[src/rtl/dm_access_unit.sv]
// dm_access_unit
// Data-memory access unit between the execute unit and a simple
// request/response memory bus. Each execute-unit request is checked for
// legality; a legal one becomes exactly one bus transaction (address phase,
// then response phase). The unit answers with a one-cycle done pulse, or a
// one-cycle err pulse for a misaligned access or an illegal size code.
//
// Ports
//   i_clk, i_rst_n     clock (rising edge) and async active-low reset
//   i_eu_dm_req        execute-unit request, held until done
//   i_eu_dm_wvalid     1 = store, 0 = load
//   i_eu_dm_op_data    size code: B=000 H=001 W=010 BU=100 HU=101
//   i_eu_dm_addr       byte address
//   i_eu_dm_wdata      store data (low bits of the access size are used)
//   o_eu_dm_busy       unit is not idle
//   o_eu_dm_done       completion pulse
//   o_eu_dm_err        misaligned/illegal-op pulse, replaces done
//   o_eu_dm_rdata      extended load data, held until the next done
//   o_mem_avalid       bus request valid
//   i_mem_aready       bus request accepted
//   o_mem_addr         word-aligned bus address
//   o_mem_we           bus write enable
//   o_mem_wstrb        byte-lane strobes (0000 on loads)
//   o_mem_wdata        lane-replicated store data
//   i_mem_rvalid       bus response (read data or write ack)
//   i_mem_rdata        bus read word
module dm_access_unit #(
  parameter int XLEN = 32
) (
  input  logic            i_clk,
  input  logic            i_rst_n,
  input  logic            i_eu_dm_req,
  input  logic            i_eu_dm_wvalid,
  input  logic [2:0]      i_eu_dm_op_data,
  input  logic [XLEN-1:0] i_eu_dm_addr,
  input  logic [XLEN-1:0] i_eu_dm_wdata,
  output logic            o_eu_dm_busy,
  output logic            o_eu_dm_done,
  output logic            o_eu_dm_err,
  output logic [XLEN-1:0] o_eu_dm_rdata,
  output logic            o_mem_avalid,
  input  logic            i_mem_aready,
  output logic [XLEN-1:0] o_mem_addr,
  output logic            o_mem_we,
  output logic [3:0]      o_mem_wstrb,
  output logic [XLEN-1:0] o_mem_wdata,
  input  logic            i_mem_rvalid,
  input  logic [XLEN-1:0] i_mem_rdata
);

  typedef enum logic [1:0] {
    IDLE = 2'd0,
    ADDR = 2'd1,
    RESP = 2'd2,
    FIN  = 2'd3
  } state_t;

  state_t r_state;
  state_t w_nextState;

  logic            w_legal;
  logic [3:0]      w_strb;
  logic [XLEN-1:0] w_wdata;
  logic [XLEN-1:0] w_shifted;
  logic [XLEN-1:0] w_loadData;

  logic [XLEN-1:0] r_addr;
  logic            r_we;
  logic [3:0]      r_wstrb;
  logic [XLEN-1:0] r_wdata;
  logic [2:0]      r_op;
  logic [1:0]      r_lane;
  logic [XLEN-1:0] r_rdata;
  logic            r_err;

  // Legality: halfwords need an even address, words a word-aligned one;
  // unused size codes are always rejected.
  always_comb begin
    w_legal = 1'b0;
    case (i_eu_dm_op_data)
      3'b000, 3'b100: w_legal = 1'b1;
      3'b001, 3'b101: w_legal = ~i_eu_dm_addr[0];
      3'b010:         w_legal = (i_eu_dm_addr[1:0] == 2'b00);
      default:        w_legal = 1'b0;
    endcase
  end

  // Byte strobes and lane replication for stores. Replicating the data
  // into every lane means the strobes alone pick the bytes written.
  always_comb begin
    w_strb  = 4'b0000;
    w_wdata = i_eu_dm_wdata;
    case (i_eu_dm_op_data[1:0])
      2'b00: begin
        w_strb  = 4'b0001 << i_eu_dm_addr[1:0];
        w_wdata = {4{i_eu_dm_wdata[7:0]}};
      end
      2'b01: begin
        w_strb  = i_eu_dm_addr[1] ? 4'b1100 : 4'b0011;
        w_wdata = {2{i_eu_dm_wdata[15:0]}};
      end
      default: w_strb = 4'b1111;
    endcase
    if (!i_eu_dm_wvalid) begin
      w_strb = 4'b0000;
    end
  end

  // Shifting the read word right by the byte offset puts the addressed
  // byte/halfword at bit 0; halfword offsets are always 0 or 2 here.
  assign w_shifted = i_mem_rdata >> {r_lane, 3'b000};

  always_comb begin
    w_loadData = i_mem_rdata;
    case (r_op)
      3'b000:  w_loadData = {{(XLEN-8){w_shifted[7]}}, w_shifted[7:0]};
      3'b100:  w_loadData = {{(XLEN-8){1'b0}}, w_shifted[7:0]};
      3'b001:  w_loadData = {{(XLEN-16){w_shifted[15]}}, w_shifted[15:0]};
      3'b101:  w_loadData = {{(XLEN-16){1'b0}}, w_shifted[15:0]};
      default: w_loadData = i_mem_rdata;
    endcase
  end

  // State register.
  always_ff @(posedge i_clk or negedge i_rst_n) begin
    if (!i_rst_n) begin
      r_state <= IDLE;
    end else begin
      r_state <= w_nextState;
    end
  end

  // Next-state logic; rvalid is only honoured in RESP, so a response that
  // arrives with the address handshake or after an abort is dropped.
  always_comb begin
    w_nextState = r_state;
    case (r_state)
      IDLE:    if (i_eu_dm_req && w_legal) w_nextState = ADDR;
      ADDR:    if (i_mem_aready) w_nextState = RESP;
      RESP:    if (i_mem_rvalid) w_nextState = FIN;
      FIN:     w_nextState = IDLE;
      default: w_nextState = IDLE;
    endcase
  end

  // Request capture, err pulse and load-data capture.
  always_ff @(posedge i_clk or negedge i_rst_n) begin
    if (!i_rst_n) begin
      r_addr  <= '0;
      r_we    <= 1'b0;
      r_wstrb <= 4'b0000;
      r_wdata <= '0;
      r_op    <= 3'b000;
      r_lane  <= 2'b00;
      r_rdata <= '0;
      r_err   <= 1'b0;
    end else begin
      r_err <= 1'b0;
      if (r_state == IDLE && i_eu_dm_req) begin
        if (w_legal) begin
          r_addr  <= {i_eu_dm_addr[XLEN-1:2], 2'b00};
          r_we    <= i_eu_dm_wvalid;
          r_wstrb <= w_strb;
          r_wdata <= w_wdata;
          r_op    <= i_eu_dm_op_data;
          r_lane  <= i_eu_dm_addr[1:0];
        end else begin
          r_err <= 1'b1;
        end
      end
      if (r_state == RESP && i_mem_rvalid && !r_we) begin
        r_rdata <= w_loadData;
      end
    end
  end

  assign o_eu_dm_busy  = (r_state != IDLE);
  assign o_eu_dm_done  = (r_state == FIN);
  assign o_eu_dm_err   = r_err;
  assign o_eu_dm_rdata = r_rdata;
  assign o_mem_avalid  = (r_state == ADDR);
  assign o_mem_addr    = r_addr;
  assign o_mem_we      = r_we;
  assign o_mem_wstrb   = r_wstrb;
  assign o_mem_wdata   = r_wdata;

endmodule
[config.mk]
export PLATFORM = sky130hd
export DESIGN_NAME = dm_access_unit
export DESIGN_NICKNAME = d
export VERILOG_FILES = /design/src/rtl/dm_access_unit.sv
export SDC_FILE = /design/constraint.sdc
export NUM_CORES = 1
export LEC_CHECK = 0
export CAP_MARGIN = 10
export CORE_UTILIZATION = 39
export CTS_CLUSTER_DIAMETER = 200
export CTS_CLUSTER_SIZE = 8
export DETAILED_ROUTE_END_ITERATION = 7
export GPL_ROUTABILITY_DRIVEN = 0
export PLACE_DENSITY = 0.77
export SLEW_MARGIN = 20
export SYNTH_ARGS = -nofsm -noshare
export SYNTH_HDL_FRONTEND = slang
export SYNTH_SLANG_ARGS = --single-unit
[constraint.sdc]
create_clock -name i_clk -period 1.8 [get_ports i_clk]
set_input_delay 0.54 -clock i_clk [delete_from_list [all_inputs] [get_ports i_clk]]
set_output_delay 0.54 -clock i_clk [all_outputs]
set_load 0.05 [all_outputs]
==> summary.md <==
| Metric | Value |
|---|---|
| Status | `finished with violations` |
| Failing checks | `negative setup slack` |
| Vias in the first global route | `4605` |
| Avg WL per Cell | `17.7 um` |
| Fin. max-slew vios | `0` |
| Global-route wire length before repair | `23600 um` |
| Share of layout cells above drive strength 1 | `0.325` |
| Post-layout min period | `1.82 ns` |
| WP data required | `2.03 ns` |
| Number of nets in the layout | `807` |
| Top cells by area, synth | `dfrtp_1 (54%), mux2_2 (7.0%), mux2i_1 (6.6%)` |
| Clk buf depth | `2` |
| Reg-to-Reg End | `o_mem_wdata[3]` |
| Rel. slew slack | `0.618` |
| Die Ht | `115 um` |
| Synth Cell Area | `0.00500 mm^2` |
| Final std cells w/o fill | `869` |
| Antenna violation net count after detailed routing | `0` |
| Period utilization | `1.01` |
| VDD IR-drop max | `0.955 mV` |
| Worst setup path class | `input port to flip-flop` |
| Area leader, netlist | `dfrtp_1` |
| DRC viols | `0` |
| Total grt overflow | `0` |
| Clk_lat worst skew | `0.35 ns` |
| Routed wire length | `15400 um` |
| Clock H-tree levels | `3` |
| Crit Path Max Fanout | `6` |
| Critical path capture point type | `flip-flop` |
| Worst-path clk slew | `0.08 ns` |
| Finished Cell Area | `0.00825 mm^2` |
| Flops & latches, synth | `107` |
| Input/output buffers | `207` |
| Met3 WL | `1050 um` |
| FF-to-FF Start | `r_state[0]` |
| Initial core utilization | `0.408` |
| Final Util | `0.673` |
| P_leak | `3.80 nW` |
| Hold Fails Final Rpt | `0` |
| Die width | `115 um` |
| Inserted Diodes | `0` |
| Pin count of the biggest net entering global routing | `45` |
| Startpoint types | `input port` |
| Synth top area share | `0.536` |
| Most common cell after layout, fill and taps aside | `buf_4` |
| DP Area | `0.00769 mm^2` |
| Total number of vias | `4564` |
| Worst-margin pin slew | `0.573 ns` |
| Met1 WL | `6100 um` |
| Pwr Density | `2060 mW/mm^2` |
| CTS Hold Bufs | `0` |
| Arr. time, crit path | `2.04 ns` |
| Uppermost routed layer | `met4` |
| Hold WC Path Type | `input port to async pin` |
| Commonest cells after routing, fill and taps aside | `buf_4 (108), dfrtp_1 (106), clkdlybuf4s50_1 (96)` |
| DIE AREA | `0.0133 mm^2` |
| R2r setup slk | `0.02 ns` |
| Sequential share of the synthesized area | `0.536` |
| Yosys warning count | `0` |
| Area Growth Syn to Fin | `65.1%` |
| Initial antenna violation count | `0` |
| Max-Cap Viols | `0` |
| Mapped Cells | `461` |
| Core area | `0.0123 mm^2` |
| CTS tree | `built` |
| Worst Skew | `0.0128 ns` |
| DR iter-0 viols | `314` |
| DP Cell Count | `841` |
| Drt first pass iters | `5` |
| Total GRT Usage | `0.233` |
| Total CTS buffers | `9` |
| Setup repair after global routing missed its margin | `true` |
| FMAX | `0.551 GHz` |
| Io pins | `210` |
| Met2 Routed Length | `7940 um` |
| Cell variety after synth | `37` |
| Synth Area per Inst | `10.8 um^2` |
| CTS Sinks | `107` |
| Clock Tree Root | `clkbuf_16` |
| Vias per Instance | `5.25` |
| Post-detail-place hpwl | `11100 um` |
| Final setup fails | `5` |
| Worst setup startpoint | `i_eu_dm_op_data[2]` |
| Pre-CTS WS | `-0.500 ns` |
| Row count | `40` |
| R2r worst-path depth | `7` |
| Final setup margin | `-0.0162 ns` |
## per-layer routing
layer / up-vias / track usage
met5: - / 0
met4: 0 / 0.0866
met3: 22 / 0.0559
met2: 213 / 0.418
met1: 2228 / 0.268
li1: 2101 / -
## synth_stat cells
cell / instances
a2bb2oi_1: 8
nand3b_1: 1
nand3b_4: 1
nand2_1: 53
ha_1: 5
nor2_1: 31
conb_1: 1
o2bb2ai_1: 7
dfrtp_1: 107
nor3b_1: 1
nand2b_1: 1
nand3_1: 6
o21ai_0: 42
a211oi_1: 1
a221oi_1: 1
nor4_2: 1
nor2_2: 1
buf_4: 3
inv_1: 7
nor3_1: 1
o21ai_1: 1
clkbuf_1: 20
mux2_1: 13
mux2i_2: 1
mux2i_1: 33
or3_1: 1
mux4_2: 1
buf_2: 10
a21boi_0: 1
a21oi_1: 33
nor2b_1: 3
mux2_2: 31
nand4_2: 6
o22ai_1: 23
o21bai_1: 1
or3b_1: 1
buf_1: 3
## state kept, by name (all words and copies together), names as in the netlist
register       count
o_eu_dm_err        1
o_mem_we           1
o_mem_addr        30
o_eu_dm_rdata     32
o_mem_wstrb        4
o_mem_wdata       32
r_op               3
r_lane             2
r_state            2
## area by class of cell
| class | count | area (um^2) |
|---|---|---|
| clock buffers | 13 | 260 |
| fillers | 905 | 4010 |
| well taps | 168 | 210 |
| inverters | 7 | 28.8 |
| flip-flops and latches | 107 | 2680 |
| clock inverters | 2 | 12.5 |
| multi-input cells | 312 | 2210 |
| repair buffers | 260 | 2850 |
## stage by stage
| stage | power (W) | setup TNS (ns) | hold WS, ns |
|---|---|---|---|
| finish | 0.0170 | -0.0513 | 0.102 |
| global route | 0.0177 | -0.832 | 0.117 |
| CTS | 0.0169 | -0.0339 | 0.100 |
| detailed placement | 0.0148 | -38.97 | 0.476 |
| global placement | 0.0145 | -36.79 | 0.466 |
| floorplan | 0.0105 | -0.214 | 0.244 |
## worst max-delay path, cell delays in order
cell,delay [ns]
clkdlybuf4s15_2,0.20
nor4_2,0.31
buf_4,0.18
o21bai_4,0.09
buf_12,0.15
bufbuf_16,0.27
mux2_1,0.30
## repair_timing
| item | in CTS | in global routing |
|---|---|---|
| setup endpoints to repair | 72 | 52 |
| buffers inserted | 6 | 3 |
| gates cloned | 4 | 0 |
| pin swaps | 3 | 3 |
| gates resized for setup | 21 | 17 |
## power breakdown
group	switching [W]	internal, W	total (W)
combinational	0.00634	0.00427	0.0106
sequential	0.000908	0.00359	0.00450
clock	0.000857	0.00101	0.00186
total	0.00811	0.00886	0.0170
## worst max path at each step
stage / end / slack [ns]
finish: o_mem_wdata[3] / -0.02
floorplan: o_eu_dm_rdata[10] / -0.03
global route: o_eu_dm_busy / -0.07
detailed placement: r_state[1] / -0.50
CTS: o_eu_dm_busy / -0.03
global placement: r_state[1] / -0.47
## kinds of logic (layout without fill, tap and decap cells)
family                   Yosys count  after routing  share of synthesized area
AO/OA/AOI/OAI                    118            118                      0.137
adder cells (fa/ha/maj)            5              5                     0.0125
buffers and inverters             43            282                     0.0371
flip-flops                       107            107                      0.536
multiplexers                      79             79                      0.173
other                              1              2                   0.000750
AND/OR/NAND/NOR                  108            108                      0.104
Power figures use the tool's default switching activity.
